### config.mk
export PLATFORM = sky130hd
export DESIGN_NAME = button_write_ctrl
export DESIGN_NICKNAME = d
export VERILOG_FILES = /design/src/rtl/regfile_ctrl_pkg.sv /design/src/rtl/debouncer.sv /design/src/rtl/button_write_ctrl.sv
export SDC_FILE = /design/constraint.sdc
export NUM_CORES = 1
export LEC_CHECK = 0
export ABC_AREA = 1
export BUFFER_PORTS_ARGS = -buffer_cell sky130_fd_sc_hd__buf_2
export CAP_MARGIN = 15
export CORE_ASPECT_RATIO = 0.6
export CORE_MARGIN = 10
export CORE_UTILIZATION = 50
export DETAILED_ROUTE_END_ITERATION = 6
export PLACE_DENSITY_LB_ADDON = 0.15
export SLEW_MARGIN = 20
export SYNTH_ARGS = -nofsm -noshare
export SYNTH_HDL_FRONTEND = slang
export SYNTH_SLANG_ARGS = --single-unit
export TNS_END_PERCENT = 1
### constraint.sdc
create_clock -name clk -period 2 [get_ports clk]
set_input_delay 0 -clock clk [delete_from_list [all_inputs] [get_ports clk]]
set_output_delay 0 -clock clk [all_outputs]
set_load 0.005 [all_outputs]
### src/rtl/regfile_ctrl_pkg.sv
// Shared types and default widths for the button-driven register-file writer.
package regfile_ctrl_pkg;

  // Default widths match the small demo register file (16 x 4-bit is overkill;
  // 4 entries of 4 bits is what the board exposes on switches/LEDs).
  localparam int DEFAULT_DATA_WIDTH = 4;
  localparam int DEFAULT_ADDR_WIDTH = 2;

  // Controller states: wait for a press, issue the one-cycle write, then
  // wait for every button to be released before accepting another press.
  typedef enum logic [1:0] {
    IDLE  = 2'd0,
    WRITE = 2'd1,
    HOLD  = 2'd2
  } state_t;

endpackage

### src/rtl/debouncer.sv
// Two-flop synchronizer, stability-count debouncer and rising-edge detector
// for one raw mechanical button.
//
// Output handshake: 'level' is the accepted (debounced) button level; 'press'
// is a single-cycle strobe, high for exactly one clock, registered one cycle
// after 'level' goes 0->1. There is no ready/back-pressure: a strobe that the
// consumer does not act on in that cycle is simply dropped.
module debouncer #(
  parameter int DEBOUNCE_CYCLES = 500000
) (
  input  logic clk,
  input  logic reset,
  input  logic raw,
  output logic level,
  output logic press
);

  localparam int CW = (DEBOUNCE_CYCLES > 1) ? $clog2(DEBOUNCE_CYCLES) : 1;
  localparam logic [CW-1:0] CNT_LAST = CW'(DEBOUNCE_CYCLES - 1);

  logic [1:0]    sync_q;
  logic [CW-1:0] cnt;
  logic          level_d;

  // Synchronize, count consecutive disagreeing samples, flip the level once
  // the count is satisfied, and strobe on a debounced rising edge.
  always_ff @(posedge clk or posedge reset) begin
    if (reset) begin
      sync_q  <= 2'b00;
      cnt     <= '0;
      level   <= 1'b0;
      level_d <= 1'b0;
      press   <= 1'b0;
    end else begin
      sync_q  <= {sync_q[0], raw};
      level_d <= level;
      press   <= level & ~level_d;
      if (sync_q[1] == level) begin
        cnt <= '0;
      end else if (cnt == CNT_LAST) begin
        level <= sync_q[1];
        cnt   <= '0;
      end else begin
        cnt <= cnt + CW'(1);
      end
    end
  end

endmodule

### src/rtl/button_write_ctrl.sv
// Turns two bouncing push-buttons into register-file write-port controls:
// 'write' latches the switches and pulses WE once, 'next' advances the address.
module button_write_ctrl
  import regfile_ctrl_pkg::*;
#(
  parameter int DATA_WIDTH      = DEFAULT_DATA_WIDTH,
  parameter int ADDR_WIDTH      = DEFAULT_ADDR_WIDTH,
  parameter int DEBOUNCE_CYCLES = 500000
) (
  input  logic                  clk,
  input  logic                  reset,
  input  logic                  btn_write,
  input  logic                  btn_next,
  input  logic [DATA_WIDTH-1:0] sw,
  output logic                  WE,
  output logic [ADDR_WIDTH-1:0] A,
  output logic [DATA_WIDTH-1:0] WD,
  output logic                  busy
);

  // Current controller state; kept as a plainly named signal so checkers can
  // bind to it directly.
  state_t state;

  logic write_level;
  logic write_press;
  logic next_level;
  logic next_press;

  debouncer #(
    .DEBOUNCE_CYCLES(DEBOUNCE_CYCLES)
  ) u_db_write (
    .clk   (clk),
    .reset (reset),
    .raw   (btn_write),
    .level (write_level),
    .press (write_press)
  );

  debouncer #(
    .DEBOUNCE_CYCLES(DEBOUNCE_CYCLES)
  ) u_db_next (
    .clk   (clk),
    .reset (reset),
    .raw   (btn_next),
    .level (next_level),
    .press (next_press)
  );

  // Controller: write wins over next; HOLD blocks auto-repeat until both
  // buttons are released. WE, A and WD are registered alongside the state.
  always_ff @(posedge clk or posedge reset) begin
    if (reset) begin
      state <= IDLE;
      WE    <= 1'b0;
      A     <= '0;
      WD    <= '0;
    end else begin
      case (state)
        IDLE: begin
          WE <= 1'b0;
          if (write_press) begin
            WD    <= sw;
            WE    <= 1'b1;
            state <= WRITE;
          end else if (next_press) begin
            A     <= A + ADDR_WIDTH'(1);
            state <= HOLD;
          end
        end
        WRITE: begin
          WE    <= 1'b0;
          state <= HOLD;
        end
        HOLD: begin
          WE <= 1'b0;
          if (!write_level && !next_level) begin
            state <= IDLE;
          end
        end
        default: begin
          WE    <= 1'b0;
          state <= IDLE;
        end
      endcase
    end
  end

  assign busy = (state != IDLE);

endmodule

# [Word level (Yosys, flattened, before mapping)]
# Index checks and enable logic that the tools add are counted.
[word_totals] register_bits=57 latch_bits=0 ram_bits=0 romBits=0 input_bits=8 out_inout_bits=8 word_cells=52 mem_count=0
[op_classes] n_addsub=3 multipliers=0 div=0 order_cmp=0 eq_ne=8 shifts=0 mux=10 bitwise=7 reduce_logical=10
[ops] cell="$mux W19" count=4
[ops] cell="$add A19 B1 Y19 const B" count=2
[ops] cell="$eq A19 B19 Y1 const B" count=2
[ops] cell="$reduce_and A2 Y1" count=4
[ops] cell="$mux W2" count=3
[ops] cell="$pmux W2 S3" count=1
[ops] cell="$not A1 Y1" count=5
[ops] cell="$ne A3 B1 Y1 const B" count=1
[ops] cell="$reduce_and A3 Y1" count=1
[ops] cell="$add A2 B1 Y2 const B" count=1
[ops] cell="$and A1 B1 Y1" count=2
[ops] cell="$eq A1 B1 Y1" count=2
[ops] cell="$eq A2 B1 Y1 const B" count=1
[ops] cell="$eq A2 B2 Y1 const B" count=1
[ops] cell="$logic_not A1 Y1" count=2
[ops] cell="$logic_not A2 Y1" count=1
[ops] cell="$mux W1" count=2
[ops] cell="$ne A2 B2 Y1 const B" count=1
[ops] cell="$reduce_bool A2 Y1" count=1
[ops] cell="$logic_and A1 B1 Y1" count=1

# [Depth between registers and ports, before layout]
# Gate-level depths: netlist of the first run.
[depth] word_depth=4 depth_mapped=9 mapped_depth_nobuf=8

# [Hierarchy]
# From an unflattened synthesis of the first run, not the netlist that was laid out.
[hier_totals] cells_unflattened=363 hier_area_um2=3011.6
[by_module_without_submodules] module="debouncer" instances=2 cells_each=154 area_per_inst_um2=1290.0
[by_module_without_submodules] module="button_write_ctrl" instances=1 cells_each=55 area_per_inst_um2=431.7

# [Worst setup path after synthesis of the first run]
# Ideal clock, no wire load.
[synth_path] path_type="register -> register" from="reg u_db_next.cnt[0]" to="reg u_db_next.cnt[16]" setup_time_ns=0.117 arrival_time_ns=1.127 slack_ns=0.756 stages_incl_launch_ff=9 period_less_slack_ns=1.244 cell_sequence="dfrtp_1 ha_1 nand2_1 nor2_1 nand2_1 nor2_2 nand2_1 nor2_1 nor2_1"
[synth_between] elab_chain_cells=3
[synth_lines] element="from (decl)" line="debouncer.sv:22" rtl="logic [CW-1:0] cnt;"
[synth_lines] element="from (signal assigned)" line="debouncer.sv:44" rtl="cnt <= cnt + CW'(1);"
[synth_lines] element="$add A19 B1 Y19 or $eq A19 B19 Y1 (tied branches)" line="debouncer.sv:44, debouncer.sv:40"
[synth_lines] element="$mux W19 *" line="debouncer.sv:40" rtl="end else if (cnt == CNT_LAST) begin"
[synth_lines] element="$mux W19 *" line="debouncer.sv:38" rtl="if (sync_q[1] == level) begin"
# Every way passes the cells marked *; elsewhere a longest branch is shown, timed or not.
# A chain may end at the register's enable or synchronous reset.

# [Worst setup path after layout of the first run]
[layout_path] from="reg u_db_write.cnt[0]" to="reg u_db_write.cnt[15]"
[layout_between] elab_chain_cells=3
[layout_lines] element="from (decl)" line="debouncer.sv:22"
[layout_lines] element="from (signal assigned)" line="debouncer.sv:44"
[layout_lines] element="$add A19 B1 Y19 or $eq A19 B19 Y1 (tied branches)" line="debouncer.sv:44, debouncer.sv:40"
[layout_lines] element="$mux W19 *" line="debouncer.sv:40"
[layout_lines] element="$mux W19 *" line="debouncer.sv:38"
# Marks and branches as above.

==> impl_metrics.yaml, run 1 <==
sta:
  maxSlewViolCount: 0
  final_hold_viol_count: 0
  maxSlewHeadroom_pct: 53.6
  max_freq_mhz: 691
  layout_min_cycle_time_ps: 1450
  tns_ps: 0
  setup_viol_count_final: 0
  fin_skew_ps: 11.3
  worstMarginPinSlew_ps: 696
  period_share_pct: 72.4
  rsz0062_at_grt: "no"
synthesis:
  synth_top_area_cell: "dfrtp_1"
  ys_ff_latch: 57
  synth.avg_cell_area_sq_um: 8.03
  synth_common_cells: "nor2_1, nand2_1, dfrtp_1"
  synth.net_count: 367
  synth_most_common_cell: "nor2_1"
  synth_area_sq_mm: 0.00287
  synth-main-ff-cell: "dfrtp_1"
  synthCells: 357
  synth_top_area_share_pct: 49.8
  synth_compound_area_share_pct: 2.88
  synth_edf_count: 0
  synth_warnings: 0
  synthMuxAreaShare_pct: 0
  async_flop_share_pct: 100
  synthAdderAreaFrac_pct: 0.873
  synth_top_family_by_area: "simple AND/OR/NAND/NOR gates"
  synth-xor-area-share_pct: 7.29
  synthTopCellsByArea: "dfrtp_1, nor2_1, nand2_1"
  netlist-cell-type-count: 25
  synth_seq_area_share_pct: 49.8
  yosys.area_share.simple_pct: 33.4
layout:
  diodes: 0
  multi_input_area_sq_mm: 0.00127
  areaGrowthSynthToFinish_pct: 15.7
  final_nets: 399
  regArea_sq_mm: 0.00143
  nFillCells: 511
  drive_gt1_share_pct: 13.5
route:
  drt_iter0_drc: 159
  wire_per_inst_microns: 12.7
  vias: 2228
  drt_wl_total_microns: 6030
  firstDrtPassIters: 5
  via_per_inst: 4.70
  ant_nets: 0
  drc: 0
setup_path:
  required_ps: 2200
  crit_arrival_ps: 1650
  critPathKind: "flop to flop"
  r2r_start: "u_db_write.cnt[0]$_DFF_PP0_"
  crit_start: "u_db_write.cnt[0]$_DFF_PP0_"
  worst_setup_path_start_kind: "flop"
  end_kind: "flop"
  critPathMaxFanout: 3
  reg2reg_slack_ps: 550
power_and_ir_drop:
  peakVddDrop_v: 0.000500
  powerDensity_mw_per_mm2: 715
  totalPowerFinal_mw: 2.37
  leakage_nw: 1.49
hold_path:
  min_from: "btn_next"
  hold_class: "input pin to flop"
clock_tree:
  cts.htree.levels: 3
  post-cts-setup-buffer-count: 0
  cts-root-buf: "clkbuf_8"
  clock_path_buffers: 2
  clk_pin_slew_ps: 70
  cts_made_buffers: 9
  cts_tree: "yes"
  numClockSinks: 57
  insertion_delay_ps: 340
placement:
  place_congestion: 0.936
  portBuffers: 15
  hpwl_microns: 4440
grt:
  grt_max_degree: 58
  antenna_found_initial: 0
  grt_usage_pct: 14.0
  grt-ovfl-total: 0
  grt_use_met1_pct: 21.3
  use_met2_pct: 16.4
  grt_pass1_wl_microns: 10400
  grt_use_met3_pct: 6.00
  busiest_layer: "met1"
  grt_pass1_vias: 2080
die:
  die_h_microns: 78.6
  coreArea_sq_mm: 0.00557
  die_w_microns: 118
  start_util_pct: 51.4
  die_area_sq_mm: 0.00926
  io_pins: 16
  rows: 21
status:
  status: "complete, no violations"
job:
  cap_violations: 0
cell usage in the layout, fill, tap and decap left out, types with 2 or more instances in the layout:
| cell type | instances |
|---|---|
| nor3_1 | 2 |
| buf_2 | 15 |
| clkbuf_8 | 11 |
| xnor2_1 | 7 |
| xor2_1 | 15 |
| nand2_2 | 6 |
| inv_1 | 39 |
| nor3b_1 | 2 |
| nand3_1 | 27 |
| nand4_1 | 4 |
| o21bai_1 | 2 |
| inv_2 | 2 |
| o21ai_0 | 4 |
| nor2_2 | 5 |
| nor2_4 | 6 |
| dlygate4sd3_1 | 7 |
| nand2_1 | 75 |
| dfrtp_1 | 57 |
| ha_1 | 2 |
| a21oi_1 | 7 |
| nor2_1 | 87 |
kinds of logic (layout without fill, tap and decap cells):
kind of cell | after synthesis | after routing
buffers and inverters | 43 | 80
adders and majority gates | 2 | 2
xor gates and xnor gates | 23 | 23
DFF | 57 | 57
and+or+nand+nor | 217 | 217
AOI/OAI and AO/OA | 15 | 15
worst max-delay path: stages, from the launching register on:
cell	delay, ps
dfrtp_1	380
ha_1	200
nand3_1	130
nor2_1	190
nand3_1	210
nand3_1	150
nor2_1	50
metal layers:
metal / vias to the layer above / routed length [microns] / share of wire [%]
met5: - / 0 / 0
li1: 1161 / - / -
met3: 8 / 643 / 11
met2: 81 / 2080 / 34
met4: 0 / 67 / 1.1
met1: 978 / 3240 / 54
metrics by stage:
step	std cells	util [%]	hold WS, ps	worst slack (ps)	cell area (sq um)
floorplan	357	-	31.4	600	2870
global route	474	59.5	299	378	3310
global placement	451	54.5	111	611	3040
detailed placement	451	54.5	110	593	3040
finish	474	59.5	307	552	3310
CTS	474	59.5	284	578	3310
path summary, 6_finish.rpt:
path / endpoint / cells after the start
max: u_db_write.cnt[15]$_DFF_PP0_ / 6
max in group asynchronous: WE$_DFF_PP0_ / 4
min reg2reg: u_db_write.sync_q[1]$_DFF_PP0_ / 0
min: u_db_next.sync_q[0]$_DFF_PP0_ / 2
min in group asynchronous: u_db_next.sync_q[0]$_DFF_PP0_ / 4
max reg2reg: u_db_write.cnt[15]$_DFF_PP0_ / 6
layout make-up:
class | count | share of cell area, %
inverters | 41 | 4.64
well taps | 80 | 3.02
flip-flops and latches | 57 | 43.0
repair buffers | 23 | 4.61
multi-input cells | 257 | 38.5
clock inverters | 4 | 1.55
clock buffers | 12 | 4.68
state kept, by name, indices dropped and copies added, names as in the netlist, 2 cells and up:
signal / flops
A: 2
WD: 4
state: 2
u_db_next.cnt: 19
u_db_next.sync_q: 2
u_db_write.cnt: 19
u_db_write.sync_q: 2
what timing repair did:
action,in CTS,in global routing
gates resized for setup,0,0
hold endpoints to repair,63,0
hold buffers,7,0
power by group:
group | internal [mW] | switching [mW]
sequential | 1.17 | 0.00933
clock | 0.643 | 0.468
combinational | 0.0281 | 0.0538
total | 1.84 | 0.531
(Power assumes the default switching activity.)
==> run 2: changes to the inputs <==
--- a/config.mk
+++ b/config.mk
@@ -5,7 +5,7 @@
 export SDC_FILE = /design/constraint.sdc
 export NUM_CORES = 1
 export LEC_CHECK = 0
-export ABC_AREA = 1
+export ABC_AREA = 0
 export BUFFER_PORTS_ARGS = -buffer_cell sky130_fd_sc_hd__buf_2
 export CAP_MARGIN = 15
 export CORE_ASPECT_RATIO = 0.6
==> constraint.sdc (replaced) <==
create_clock -name clk -period 1.5 [get_ports clk]
set_input_delay 0 -clock clk [delete_from_list [all_inputs] [get_ports clk]]
set_output_delay 0 -clock clk [all_outputs]
set_load 0.005 [all_outputs]
==> run 2 against run 1 <==
Against the previous run: the flow now finishes with violations (negative setup slack); synthesized cell count down 35%; clock skew down 1.6 ps; sequential share of layout area down 2.0 points; largest cell class unchanged.
==> impl_metrics.yaml, run 2 <==
status:
  status: "complete, but fails checks"
  violations: "negative setup slack"
synthesis:
  synth.avg_cell_area_sq_um: 10.9
  synth_edf_count: 0
  synth_area_sq_mm: 0.00254
  synth_top_family_by_area: "simple AND/OR/NAND/NOR gates"
  synth_top_area_share_pct: 56.2
  synth_most_common_cell: "dfrtp_1"
  synthMuxAreaShare_pct: 2.66
  synth_seq_area_share_pct: 56.2
  synth.net_count: 242
  yosys.area_share.simple_pct: 22.6
  synthTopCellsByArea: "dfrtp_1, xor2_1, nor2_1"
  synth_compound_area_share_pct: 5.77
  synth_common_cells: "dfrtp_1, nor2_1, xor2_1"
  synth-main-ff-cell: "dfrtp_1"
  synthCells: 232
  synth_top_area_cell: "dfrtp_1"
  synth-xor-area-share_pct: 10.0
  synthAdderAreaFrac_pct: 0.986
  async_flop_share_pct: 100
  ys_ff_latch: 57
  synth_warnings: 0
  netlist-cell-type-count: 35
sta:
  max_freq_mhz: 551
  maxSlewViolCount: 0
  maxSlewHeadroom_pct: 71.1
  fin_ws_ps: -315
  final_hold_viol_count: 0
  period_share_pct: 121
  rsz0062_at_grt: "yes"
  fin_skew_ps: 9.67
  layout_min_cycle_time_ps: 1820
  setup_viol_count_final: 40
  tns_ps: -7040
  worstMarginPinSlew_ps: 430
route:
  wire_per_inst_microns: 14.2
  vias: 1978
  wl_met2_microns: 2240
  drt_iter0_drc: 107
  wl_met3_microns: 335
  drt_wl_total_microns: 5420
  top_layer_used: "met4"
  wl_met1_microns: 2790
  ant_nets: 0
  via_per_inst: 5.19
  firstDrtPassIters: 4
  drc: 0
layout:
  drive_gt1_share_pct: 35.5
  final_cell_mix: "dfrtp_1, buf_4, nor2_1"
  areaGrowthSynthToFinish_pct: 36.9
  largestRegisters: "u_db_next.cnt: 19 flops, u_db_write.cnt: 19 flops, WD: 4 flops"
  fin_util_pct: 73.4
  final_nets: 323
  diodes: 0
  nFillCells: 320
  layout.cells.most_common: "dfrtp_1"
clock_tree:
  clk_pin_slew_ps: 70
  clock_path_buffers: 2
  cts_tree: "yes"
  cts-root-buf: "clkbuf_8"
  cts.htree.levels: 3
  cts_made_buffers: 9
  insertion_delay_ps: 330
  numClockSinks: 57
setup_path:
  crit_arrival_ps: 2080
  worst_setup_path_start_kind: "flop"
  end_kind: "flop"
  critical_path.cell_chain: "ha_2 -> nand4_1 -> or3_4 -> or4_1 -> a21oi_1"
  critPathMaxFanout: 3
  required_ps: 1760
  critPathKind: "flop to flop"
  cp_slowest_cell: "or3_4"
  cp_slowest_stage_delay_ps: 450
grt:
  grt_max_degree: 58
  grt_usage_pct: 13.7
  grt-ovfl-total: 0
  grt_pass1_vias: 1814
  grt_pass1_wl_microns: 9150
  antenna_found_initial: 0
die:
  coreArea_sq_mm: 0.00473
  die_w_microns: 112
  die_h_microns: 75.2
  rows: 19
  io_pins: 16
  die_area_sq_mm: 0.00842
  start_util_pct: 53.6
placement:
  portBuffers: 15
  place_congestion: 0.773
  hpwl_microns: 3730
power_and_ir_drop:
  powerDensity_mw_per_mm2: 952
  peakVddDrop_v: 0.000627
  leakage_nw: 1.59
job:
  cap_violations: 0
hold_path:
  hold_class: "input pin to asynchronous set/reset pin"
[run 2: report_power, final]
part / switching [mW] / total, mW / internal [mW]
registers: 0.0112 / 1.57 / 1.56
logic: 0.0775 / 0.148 / 0.0701
clock network: 0.617 / 1.60 / 0.978
[run 2: timing repair]
action | in CTS | in global routing
hold endpoints to repair | 63 | 0
endpoints found under the setup margin | 40 | 40
hold buffers | 7 | 0
gates resized for setup | 10 | 5
buffers inserted | 1 | 0
pin swaps | 9 | 3
[run 2: logic make-up after synthesis]
kind of cell / Yosys count
AOI/OAI and AO/OA: 22
xor gates and xnor gates: 29
adders and majority gates: 2
buffers and inverters: 10
DFF: 57
muxes: 6
and+or+nand+nor: 106
[run 2: layout make-up]
| type | count | area (sq um) | area share, % |
|---|---|---|---|
| Multi-Input combinational cell | 165 | 1150 | 33.0 |
| Timing Repair Buffer | 74 | 581 | 16.7 |
| Tap cell | 63 | 78.8 | 2.27 |
| Clock inverter | 5 | 78.8 | 2.27 |
| Inverter | 6 | 22.5 | 0.648 |
| Sequential cell | 57 | 1430 | 41.1 |
| Clock buffer | 11 | 141 | 4.07 |
[run 2: critical path: cells and delay by family (launching register included)]
| kind | cells | cell delay, ps |
|---|---|---|
| AO/OA/AOI/OAI | 1 | 130 |
| adder cells (fa/ha/maj) | 1 | 190 |
| AND/OR/NAND/NOR | 3 | 1050 |
| flip-flops | 1 | 380 |
[run 2: per-stage QoR]
stage	cell area, sq um	instances	total power [mW]	worst slack (ps)	hold slack (ps)
after detailed placement	3110	357	1.73	-304	79.8
after global placement	3110	357	1.73	-265	78.3
after CTS	3450	381	3.35	-302	260
final	3470	381	3.31	-315	262
after floorplan	2560	232	1.66	-343	31.4
after global routing	3470	381	3.45	-364	300
[run 2: routing by layer]
metal	global-route usage, %	vias to the layer above
met2	18.7	46
met4	4.20	0
met5	0	-
met3	5.40	8
li1	-	979
met1	19.4	945
[run 2: final timing paths]
check / end / startpoint / cells after the start / slack [ps]
min reg2reg: u_db_next.sync_q[1]$_DFF_PP0_ / u_db_next.sync_q[0]$_DFF_PP0_ / 0 / 350
max in group asynchronous: u_db_next.cnt[4]$_DFF_PP0_ / reset / 4 / 970
min: u_db_next.cnt[16]$_DFF_PP0_ / reset / 4 / 260
max: u_db_write.cnt[16]$_DFF_PP0_ / u_db_write.cnt[1]$_DFF_PP0_ / 5 / -320
min in group clk: u_db_next.sync_q[0]$_DFF_PP0_ / btn_next / 2 / 310
max reg2reg: u_db_write.cnt[16]$_DFF_PP0_ / u_db_write.cnt[1]$_DFF_PP0_ / 5 / -320
